## config.mk

```make
export PLATFORM = sky130hd
export DESIGN_NAME = password_check
export DESIGN_NICKNAME = d
export VERILOG_FILES = /design/src/rtl/pw_pkg.sv /design/src/rtl/entry_shift_reg.sv /design/src/rtl/password_check.sv
export SDC_FILE = /design/constraint.sdc
export NUM_CORES = 1
export LEC_CHECK = 0
export BUFFER_PORTS_ARGS = -buffer_cell sky130_fd_sc_hd__buf_2
export CAP_MARGIN = 25
export CORE_ASPECT_RATIO = 1.2
export CORE_MARGIN = 2
export CORE_UTILIZATION = 60
export CTS_CLUSTER_SIZE = 16
export DETAILED_ROUTE_END_ITERATION = 10
export PLACE_DENSITY = 0.81
export SETUP_SLACK_MARGIN = 0.4
export SLEW_MARGIN = 20
export SYNTH_ARGS = -nofsm -noshare
export SYNTH_HDL_FRONTEND = slang
export SYNTH_HIERARCHICAL = 1
export SYNTH_SLANG_ARGS = --single-unit
```

## constraint.sdc

```tcl
create_clock -name clk -period 4.7 [get_ports clk]
set_clock_uncertainty 0.05 [all_clocks]
set_input_delay 1.175 -clock clk [delete_from_list [all_inputs] [get_ports clk]]
set_output_delay 1.175 -clock clk [all_outputs]
set_load 0.05 [all_outputs]
```

## src/rtl/pw_pkg.sv

```systemverilog
// Shared types and sizing for the password checker.
package pw_pkg;

   localparam int unsigned DIGIT_W              = 4;
   localparam int unsigned ENTRY_DEPTH          = 4;
   localparam int unsigned BUF_W                = DIGIT_W * ENTRY_DEPTH;
   localparam int unsigned LEN_W                = 3;
   localparam int unsigned DEFAULT_MAX_ATTEMPTS = 3;

   typedef enum logic [2:0] {
      StEntry,
      StCheck,
      StWrong,
      StLockout,
      StRelease,
      StOpen
   } pw_state_e;

   function automatic logic is_bcd(input logic [DIGIT_W-1:0] d);
      return d <= DIGIT_W'(9);
   endfunction

endpackage

```

## src/rtl/entry_shift_reg.sv

```systemverilog
// Digit buffer for the password checker: shifts BCD digits in at the low end
// and tracks how many are held. Clear has priority over shift.
module entry_shift_reg
   import pw_pkg::*;
(
   input  logic               clk_i,
   input  logic               rst_i,
   input  logic               clr_i,
   input  logic               shift_i,
   input  logic [DIGIT_W-1:0] digit_i,
   output logic [BUF_W-1:0]   entry_o,
   output logic [LEN_W-1:0]   len_o
);

   logic [BUF_W-1:0] entry_q, entry_d;
   logic [LEN_W-1:0] len_q, len_d;

   always_comb begin
      entry_d = entry_q;
      len_d   = len_q;
      if (clr_i) begin
         entry_d = '0;
         len_d   = '0;
      end else if (shift_i && (len_q < LEN_W'(ENTRY_DEPTH))) begin
         entry_d = {entry_q[BUF_W-DIGIT_W-1:0], digit_i};
         len_d   = len_q + 1'b1;
      end
   end

   always_ff @(posedge clk_i or posedge rst_i) begin
      if (rst_i) begin
         entry_q <= '0;
         len_q   <= '0;
      end else begin
         entry_q <= entry_d;
         len_q   <= len_d;
      end
   end

   assign entry_o = entry_q;
   assign len_o   = len_q;

endmodule

```

## src/rtl/password_check.sv

```systemverilog
// Keypad password checker with attempt counting, lockout and flag handshake.
// Define PASSWORD_CHECK_TIMEOUT_EN to discard a partial entry after TIMEOUT_CYCLES idle cycles.
module password_check
   import pw_pkg::*;
#(
   parameter logic [BUF_W-1:0] PASSWORD       = 16'h1234,
   parameter int unsigned      MAX_ATTEMPTS   = DEFAULT_MAX_ATTEMPTS,
   parameter int unsigned      TIMEOUT_CYCLES = 10
) (
   input  logic               clk,
   input  logic               rst,
   input  logic               digit_valid,
   input  logic [DIGIT_W-1:0] digit,
   input  logic               enter,
   input  logic               flag_resolve,
   input  logic               locker,
   output logic               flag,
   output logic               flag_select,
   output logic               lock,
   output logic [1:0]         attempts,
   output logic [LEN_W-1:0]   entry_len
);

   localparam logic [2:0] MaxAtt = 3'(MAX_ATTEMPTS);

   pw_state_e        state_q, state_d;
   logic [1:0]       attempts_q, attempts_d;
   logic             flag_q, flag_d;
   logic             flag_select_q, flag_select_d;
   logic             lock_q, lock_d;
   logic [2:0]       attempts_inc;
   logic             accept;
   logic             clr;
   logic             tmo_hit;
   logic [BUF_W-1:0] entry_buf;

   // enter wins over a simultaneous digit
   assign accept = (state_q == StEntry) && digit_valid && !enter && is_bcd(digit)
                   && (entry_len < LEN_W'(ENTRY_DEPTH));
   assign clr    = (state_q == StCheck) || tmo_hit;

   entry_shift_reg u_entry (
      .clk_i   (clk),
      .rst_i   (rst),
      .clr_i   (clr),
      .shift_i (accept),
      .digit_i (digit),
      .entry_o (entry_buf),
      .len_o   (entry_len)
   );

`ifdef PASSWORD_CHECK_TIMEOUT_EN
   localparam int unsigned TmoW = (TIMEOUT_CYCLES > 1) ? $clog2(TIMEOUT_CYCLES) : 1;

   logic [TmoW-1:0] tmo_q, tmo_d;

   always_comb begin
      tmo_d   = '0;
      tmo_hit = 1'b0;
      if ((state_q == StEntry) && (entry_len != '0) && !enter && !accept) begin
         if (tmo_q == TmoW'(TIMEOUT_CYCLES - 1)) begin
            tmo_hit = 1'b1;
         end else begin
            tmo_d = tmo_q + 1'b1;
         end
      end
   end

   always_ff @(posedge clk or posedge rst) begin
      if (rst) begin
         tmo_q <= '0;
      end else begin
         tmo_q <= tmo_d;
      end
   end
`else
   logic unused_timeout;
   assign unused_timeout = ^TIMEOUT_CYCLES;
   assign tmo_hit        = 1'b0;
`endif

   always_comb begin
      state_d       = state_q;
      attempts_d    = attempts_q;
      attempts_inc  = {1'b0, attempts_q} + 3'd1;
      flag_d        = 1'b0;
      flag_select_d = flag_select_q;
      lock_d        = 1'b1;
      unique case (state_q)
         StEntry: begin
            if ({1'b0, attempts_q} > (MaxAtt - 3'd1)) begin
               attempts_d = 2'(MaxAtt - 3'd1);
            end
            if (enter) begin
               state_d = StCheck;
            end
         end
         StCheck: begin
            if ((entry_len == LEN_W'(ENTRY_DEPTH)) && (entry_buf == PASSWORD)) begin
               attempts_d = '0;
               state_d    = StOpen;
            end else begin
               attempts_d = attempts_inc[1:0];
               state_d    = (attempts_inc == MaxAtt) ? StLockout : StWrong;
            end
         end
         StWrong: begin
            flag_d        = !flag_resolve;
            flag_select_d = 1'b0;
            if (flag_resolve) begin
               state_d = StRelease;
            end
         end
         StLockout: begin
            flag_d        = !flag_resolve;
            flag_select_d = 1'b1;
            if (flag_resolve) begin
               attempts_d = '0;
               state_d    = StRelease;
            end
         end
         StRelease: begin
            if (!flag_resolve) begin
               state_d = StEntry;
            end
         end
         StOpen: begin
            lock_d = locker;
            if (locker) begin
               state_d = StEntry;
            end
         end
         default: state_d = StEntry;
      endcase
   end

   always_ff @(posedge clk or posedge rst) begin
      if (rst) begin
         state_q       <= StEntry;
         attempts_q    <= '0;
         flag_q        <= 1'b0;
         flag_select_q <= 1'b0;
         lock_q        <= 1'b1;
      end else begin
         state_q       <= state_d;
         attempts_q    <= attempts_d;
         flag_q        <= flag_d;
         flag_select_q <= flag_select_d;
         lock_q        <= lock_d;
      end
   end

   assign flag        = flag_q;
   assign flag_select = flag_select_q;
   assign lock        = lock_q;
   assign attempts    = attempts_q;

endmodule

```

==> results.tsv <==
metric	value	unit
outcome	finished clean	
Seq pwr share	44.7	%
ANT cells	0	
Core Region	2090	um^2
GPL Wtd Cong	0.801	
WL final	2.49	mm
Synth Register Bits	27	
unrepaired setup endpoints after global routing	false	
Post-synth EDFFs	0	
NetSw	0.329	mW
final period utilization	51.9	%
1st-iter DRT viols	3	
Mapped Nets	133	
total number of yosys warnings	6	
Global Route met1 Usage	29.0	%
most frequent cell after synthesis	dfrtp_1	
multi-input logic area	634	um^2
final instance area	1480	um^2
Hold-fix buffers, CTS	0	
Via density	5.55	
Net Sw Frac	41.6	%
Worst Tran Pin Value	729	ps
critical path capture point type	flip-flop	
Final Hold Viols	0	
synth cell count leaders	dfrtp_1, nand2b_1, mux2i_1, nor2_1	
kind of critical path	in -> reg	
I/O pins	18	
# rows	18	
# Post-CTS Setup Buffers	0	
H-tree levels	1	
final setup TNS	0	ps
antenna viol nets, final	0	
max cap viols	0	
worst vdd ir	384	uV
Min-Delay Startpoint	flag_select	
DIE AREA	2650	um^2
# fillers	168	
M3 GR Usage	2.92	%
Final min period	2440	ps
first-pass GRT wire length	4.22	mm
Synth Cell Area	1350	um^2
startpoint types	input port	
Reg area	677	um^2
critical path peak fanout	9	
met2 Resource Use GR	34.6	%
Leakage	0.735	nW
GRT busiest layer	met2	
reg-to-reg startpoint	u_entry/len_o[2]	
ys flop type	dfrtp_1	
worst path arrival time	2620	ps
total CTS buffers	3	
Min-Delay Path Class	reg -> reg	
Clk pwr share	12.7	%
Worst Hold Path EP	flag_select	
FMAX	410	MHz
PD cells	533	nW/um^2
part of the Yosys area used for sequential elements	50.0	%
GR Overflow Total	0	
Layout area overhead	9.71	%
syn_area_per_cell	11.3	um^2
routed length per instance	14.8	um
fin cells	168	
Required @ worst endpoint	4880	ps
Syn Inst Count	120	
Die H	56.0	um
pin count of the biggest net entering global routing	20	
CTS sink count	27	
Final Setup Violations	0	
Initial Util	64.6	%
flop-to-flop setup slack	2620	ps
post-synthesis cell type count	35	
post-detail-place hpwl	1.91	mm
placed cells	164	
worst setup margin	2260	ps
final net count	152	
Reg clk slew, reported paths	140	ps
DR pass1 iterations	4	
worst slack at placement	1890	ps
Critical R2R Capture	u_entry/len_o[0]	
Via Count	932	
CTS tree	yes	
CTS Root Cell	clkbuf_4	
post-layout util	70.8	%
top area cells in the synthesized netlist	dfrtp_1, mux2i_1, nand2b_1	
Max Slew Vio Count	0	
Total GRT Usage	22.2	%
DRC viols	0	
Hold Path Depth	1	
worst-skew pair later-pin latency	330	ps
area share of the largest cell type after synthesis	48.1	%
Combinational Power Share	42.6	%
P_int	0.462	mW
fraction of layout cells with a size suffix above 1	21.7	%
Synth area leader	dfrtp_1	
Die X	47.3	um
post-cts sizing count	0	
ys async rst share	100	%
dpl cell area	1460	um^2
vias in the first global route	953	
clock tree buffer depth	2	
Port Buf Inserts	17	
initial antenna violation count	0	
Worst Reg-to-Reg Cells	4	
Worst slew margin	51.3	%
through the flow:
| stage | hold WS [ps] | power (mW) |
|---|---|---|
| final | 481 | 0.792 |
| after global routing | 508 | 0.846 |
| after CTS | 487 | 0.799 |
| after detailed placement | 455 | 0.698 |
| after global placement | 436 | 0.679 |
| after floorplan | 424 | 0.614 |
metal layers:
metal,routed length [um],vias to the layer above
li1,-,460
met1,1120,454
met2,1260,12
met3,42,6
met4,64,0
met5,0,-
cells by family after synthesis:
group / count (synthesis) / share of synthesized area, %
fa+ha+maj: 3 / 2.78
flops: 27 / 50.0
compound gates: 15 / 6.75
buf+inv: 8 / 3.05
simple gates: 51 / 25.1
mux: 16 / 12.3
worst max-delay path by stage:
stage	startpoint	endpoint	slack [ps]	cells past startpoint
floorplan	enter	u_entry/len_o[0]	2260	5
global placement	enter	u_entry/len_o[0]	1930	5
detailed placement	enter	u_entry/len_o[0]	1890	5
CTS	enter	u_entry/len_o[0]	2260	5
global route	enter	u_entry/len_o[0]	2130	5
finish	enter	u_entry/len_o[0]	2260	5
state kept, by name (all words and copies together), names as in the netlist:
signal and count:
lock 1, flag 1, attempts 2, u_entry/entry_o 16, state_q 3, u_entry/len_o 3, flag_select 1
layout make-up:
class / instances / share of cell area, %
repair buffers: 18 / 6.24
well taps: 30 / 2.53
inverters: 4 / 1.01
multi-input cells: 85 / 42.7
flip-flops and latches: 27 / 45.6
clock buffers: 3 / 1.52
clock inverters: 1 / 0.337
layout by cell type (no fill, tap or decap), types with 2 or more instances in the layout:
| cell type | n |
|---|---|
| inv_1 | 4 |
| nand4bb_1 | 5 |
| ha_1 | 3 |
| mux2i_1 | 14 |
| dfrtp_1 | 26 |
| nand2b_1 | 19 |
| o21ai_1 | 5 |
| nand3_1 | 3 |
| nor2b_1 | 2 |
| o21ai_0 | 4 |
| nor2_1 | 10 |
| clkbuf_4 | 3 |
| buf_2 | 17 |
worst max-delay path, stage by stage:
cell and delay [ps]:
buf_2 100, nor4b_1 200, and3_1 330, nor2b_2 470
mux2_4 340
power by group through the flow:
stage	combinational, mW	clock, mW	sequential (mW)
finish	0.337	0.101	0.353
global route	0.372	0.113	0.361
CTS	0.341	0.105	0.354
detailed placement	0.340	0	0.359
global placement	0.328	0	0.351
floorplan	0.198	0	0.416
(Power assumes the default switching activity.)
